File: src/rtl/pulse_pkg.sv
// Shared definitions for pulse shaping blocks (stretchers, edge detectors).
// One-hot state codes keep decode to a single flop per output.
package pulse_pkg;

  localparam int STATE_W = 3;

  typedef enum logic [STATE_W-1:0] {
    ST_IDLE = 3'b001,
    ST_HIGH = 3'b010,
    ST_GAP  = 3'b100
  } state_e;

endpackage

File: src/rtl/load_down_cnt.sv
// Loadable down counter with zero flag; saturates at zero instead of wrapping.
module load_down_cnt #(
  parameter int CNT_W = 8
) (
  input  logic             clk,
  input  logic             rst_n,
  input  logic             load,
  input  logic [CNT_W-1:0] load_val,
  input  logic             dec,
  output logic [CNT_W-1:0] cnt,
  output logic             zero
);

  logic [CNT_W-1:0] cnt_d;
  logic [CNT_W-1:0] cnt_q;

  // Load wins over decrement; decrement is suppressed at zero.
  always_comb begin
    // NOTE: assign a default before any branch so no path leaves cnt_d unassigned (latch).
    cnt_d = cnt_q;
    if (load) begin
      cnt_d = load_val;
    end else if (dec && (cnt_q != '0)) begin
      cnt_d = cnt_q - CNT_W'(1);
    end
  end

  always_ff @(posedge clk or negedge rst_n) begin
    // NOTE: state flops use non-blocking assignments so all registers update together.
    if (!rst_n) begin
      cnt_q <= '0;
    end else begin
      cnt_q <= cnt_d;
    end
  end

  assign cnt  = cnt_q;
  assign zero = (cnt_q == '0);

endmodule

File: src/rtl/pulse_stretch.sv
// Stretches each accepted trigger into an i_len-cycle pulse followed by a
// guaranteed GAP-cycle low period; ignored triggers raise o_drop for one cycle.
module pulse_stretch
  import pulse_pkg::*;
#(
  parameter int CNT_W  = 8,
  parameter int GAP    = 2,
  parameter bit RETRIG = 1'b0
) (
  input  logic             clk,
  input  logic             rst_n,
  input  logic             i_pulse,
  input  logic [CNT_W-1:0] i_len,
  output logic             o_pulse,
  output logic             o_busy,
  output logic             o_drop
);

  localparam logic [CNT_W-1:0] GAP_LOAD = (GAP > 0) ? CNT_W'(GAP - 1) : '0;

  state_e           state_d;
  state_e           state_q;
  logic             drop_d;
  logic             drop_q;

  logic             cnt_load;
  logic [CNT_W-1:0] cnt_val;
  logic             cnt_dec;
  logic [CNT_W-1:0] cnt;
  logic             cnt_zero;
  logic [CNT_W-1:0] len_m1;

  // A requested length of zero is stretched to one cycle.
  assign len_m1 = (i_len == '0) ? '0 : (i_len - CNT_W'(1));

  load_down_cnt #(
    .CNT_W(CNT_W)
  ) u_cnt (
    .clk     (clk),
    .rst_n   (rst_n),
    .load    (cnt_load),
    .load_val(cnt_val),
    .dec     (cnt_dec),
    .cnt     (cnt),
    .zero    (cnt_zero)
  );

  // State register.
  always_ff @(posedge clk or negedge rst_n) begin
    if (!rst_n) begin
      state_q <= ST_IDLE;
      drop_q  <= 1'b0;
    end else begin
      state_q <= state_d;
      drop_q  <= drop_d;
    end
  end

  // Next-state and counter control; a retrigger reload outranks cnt==0.
  always_comb begin
    state_d  = state_q;
    cnt_load = 1'b0;
    cnt_val  = len_m1;
    cnt_dec  = 1'b0;
    case (state_q)
      ST_IDLE: begin
        if (i_pulse) begin
          state_d  = ST_HIGH;
          cnt_load = 1'b1;
        end
      end
      ST_HIGH: begin
        if (i_pulse && RETRIG) begin
          cnt_load = 1'b1;
        end else if (!cnt_zero) begin
          cnt_dec = 1'b1;
        end else if (GAP > 0) begin
          state_d  = ST_GAP;
          cnt_load = 1'b1;
          cnt_val  = GAP_LOAD;
        end else begin
          state_d = ST_IDLE;
        end
      end
      ST_GAP: begin
        if (!cnt_zero) begin
          cnt_dec = 1'b1;
        end else begin
          state_d = ST_IDLE;
        end
      end
      default: begin
        state_d  = ST_IDLE;
        cnt_load = 1'b1;
        cnt_val  = '0;
      end
    endcase
  end

  // Output decode from the state register only; drop is registered.
  always_comb begin
    o_pulse = (state_q == ST_HIGH);
    o_busy  = (state_q == ST_HIGH) || (state_q == ST_GAP);
    drop_d  = i_pulse && ((state_q == ST_GAP) || ((state_q == ST_HIGH) && !RETRIG));
  end

  assign o_drop = drop_q;

endmodule

File: config.mk
export PLATFORM = sky130hd
export DESIGN_NAME = pulse_stretch
export DESIGN_NICKNAME = d
export VERILOG_FILES = /design/src/rtl/pulse_pkg.sv /design/src/rtl/load_down_cnt.sv /design/src/rtl/pulse_stretch.sv
export SDC_FILE = /design/constraint.sdc
export NUM_CORES = 1
export LEC_CHECK = 0
export CORE_MARGIN = 4
export CORE_UTILIZATION = 38
export DETAILED_ROUTE_END_ITERATION = 7
export SETUP_SLACK_MARGIN = 0.5
export SLEW_MARGIN = 20
export SYNTH_ARGS = -nofsm -noshare
export SYNTH_HDL_FRONTEND = slang
export SYNTH_HIERARCHICAL = 1
export SYNTH_SLANG_ARGS = --single-unit
File: constraint.sdc
create_clock -name clk -period 4.4 [get_ports clk]
set_clock_uncertainty 0.15 [all_clocks]
set_input_delay 0.88 -clock clk [delete_from_list [all_inputs] [get_ports clk]]
set_output_delay 0.88 -clock clk [all_outputs]
set_load 0.03 [all_outputs]
==> impl_metrics.ini <==
[routing]
drt_iter0_drc = 52
antenna_left = 0
drt-total-wl_mm = 2.41
vias = 960
routedWlPerCell_um = 14.9
vias_per_cell = 5.96
drc = 0
dr.pass1.iters = 4

[sta]
rsz0062_at_grt = no
finalHoldViolations = 0
drv_slew = 0
setup_viol = 0
finalCritPeriodShare = 0.707
worstMarginPinSlew_ps = 641
fmax_mhz = 322
relSlewSlack = 0.569
worst_slack_ps = 1290
final.setup.tns_ps = 0
min_period_ps = 3110

[clocking]
htreeDepth = 1
cts_tree = done
numCtsBuffers = 3
clk_root_buffer_cell = clkbuf_4
cts.clk_slew.worst_paths_ps = 80
cts.sinks = 12
clk_latency_ps = 280
clk_path_buf_depth = 2
post_cts_resized = 0
holdBufCountCts = 0
postCtsSetupBuffers = 0

[layout]
finalNonFillerCells = 161
design_area_um2 = 1180
area_delta_synth_final_pct = 19.4
ff_latch_area_um2 = 302
drive_gt1_frac = 0.107
nets = 147
nFillCells = 260
multi_input_area_um2 = 641
antenna_cells = 0

[logic_synthesis]
netlist.top_cell.by_area = dfrtp_1
ys_top_cells_by_area = dfrtp_1, ha_1, nor3_1
async_flop_share = 1.00
seq_area_frac_synth = 0.304
synth_most_common_cell = dfrtp_1
syn_inst = 117
yosysWarnings = 6
synth_cell_types = 46
syn_area_um2 = 991
synth_top_cell_area_share = 0.278
postSynthAreaPerCell_um2 = 8.47
synth-edff-count = 0
synthesis.nets = 132
synthTopCellsByCount = dfrtp_1, nor3_1, a21oi_1, nor2_1, inv_1
synth_flop_cell = dfrtp_1
ys_ff_latch = 12

[power]
p_per_area_nw_per_um2 = 564
pwr-share-seq = 0.319
max-vdd-ir-drop_mv = 0.283
p_int_uw = 357
leakage_nw = 0.446
pwr-share-comb = 0.543
power_switching_uw = 310
power_uw = 667
p_sw_frac = 0.465
clockPowerShare = 0.138

[grt]
overflow = 0
grt_max_degree = 15
grt_usage = 0.159
antenna_found_initial = 0
first_global_vias = 945
grt_pass1_wl_mm = 4.27

[critical_path]
cp.arrival_ps = 3130
required_ps = 4420
end_kind = register
critPathLaunchType = register
cp_max_fo = 14
crit_type = reg2reg

[place]
routabilityCongestion = 0.881
io_buffers = 13
dpl_worst_slack_ps = 1320
place_area_um2 = 1150
dp_hpwl_mm = 1.76
placed_cells = 157

[run_status]
status = finished clean

[floorplan]
die_h_um = 59.1
floorplan.initialDensity = 0.400
die_width_um = 59.1
rows = 18
core_um2 = 2480
num_io_pins = 14
dieArea_um2 = 3490

[hold_path]
hold_class = reg2reg

[flow_run]
drv_cap = 0
-- per-stage QoR --
stage / hold slack (ps) / utilization
2_1_floorplan: 377 / -
3_3_place_gp: 413 / 0.463
3_5_place_dp: 430 / 0.463
4_1_cts: 446 / 0.478
5_1_grt: 488 / 0.478
6_report: 448 / 0.478
-- routing by layer --
layer,share of wire,track usage,vias up
li1,-,-,479
met1,0.46,0.203,456
met2,0.49,0.256,23
met3,0.047,0.0370,2
met4,0.0071,0.0680,0
met5,0,0,-
-- area by class of cell --
class,instances,area share
Clock buffer,4,0.0307
Inverter,8,0.0254
Multi-Input combinational cell,93,0.541
Sequential cell,12,0.255
Tap cell,30,0.0317
Timing Repair Buffer,14,0.116
-- logic make-up after synthesis --
family / synth area share
AO/OA/AOI/OAI: 0.237
XOR/XNOR: 0.0442
adder cells (fa/ha/maj): 0.0505
buffers and inverters: 0.0492
flip-flops: 0.304
multiplexers: 0.0114
AND/OR/NAND/NOR: 0.303
-- state kept, by name (all words and copies together), names as in the netlist --
signal,cells
o_drop,1
state_q,3
u_cnt/cnt,8
-- critical path, cell delays in order, from the launching register on --
cell and delay, ps:
dfrtp_1 410, inv_1 110, ha_1 200, or3b_2 500, nor2_1 280, inv_1 160, a22oi_1 190, buf_4 220
clkinv_1 270, o311a_1 240, a221o_1 260
-- power by group through the flow --
stage,clock network [mW],logic (mW),registers (mW)
6_report,0.0922,0.362,0.213
5_1_grt,0.105,0.399,0.222
4_1_cts,0.0951,0.356,0.212
3_5_place_dp,0,0.354,0.212
3_3_place_gp,0,0.352,0.211
2_1_floorplan,0,0.280,0.192
-- placed cells by master, fill, tap and decap left out, types with 3 or more instances in the layout --
master / instances
clkdlybuf4s50_1: 13
dfrtp_1: 11
nor3_1: 10
a21oi_1: 9
nor2_1: 9
inv_1: 7
or3_1: 5
o21ai_0: 4
xnor2_1: 4
nor3b_1: 4
nand3_1: 4
ha_1: 4
clkbuf_4: 3
or4_1: 3
-- path summary, 6_finish.rpt --
kind	from	to	slack, ps	depth (start not counted)
min reg2reg	state_q[0]$_DFFE_PN1P_	state_q[2]$_DFFE_PN0P_	450	1
min	state_q[0]$_DFFE_PN1P_	state_q[2]$_DFFE_PN0P_	450	1
max in group asynchronous	rst_n	state_q[0]$_DFFE_PN1P_	2910	1
max reg2reg	u_cnt/cnt[0]$_DFFE_PN0P_	u_cnt/cnt[7]$_DFFE_PN0P_	1290	10
max	u_cnt/cnt[0]$_DFFE_PN0P_	u_cnt/cnt[7]$_DFFE_PN0P_	1290	10
min in group asynchronous	rst_n	u_cnt/cnt[4]$_DFFE_PN0P_	810	1
(Power assumes the default switching activity.)
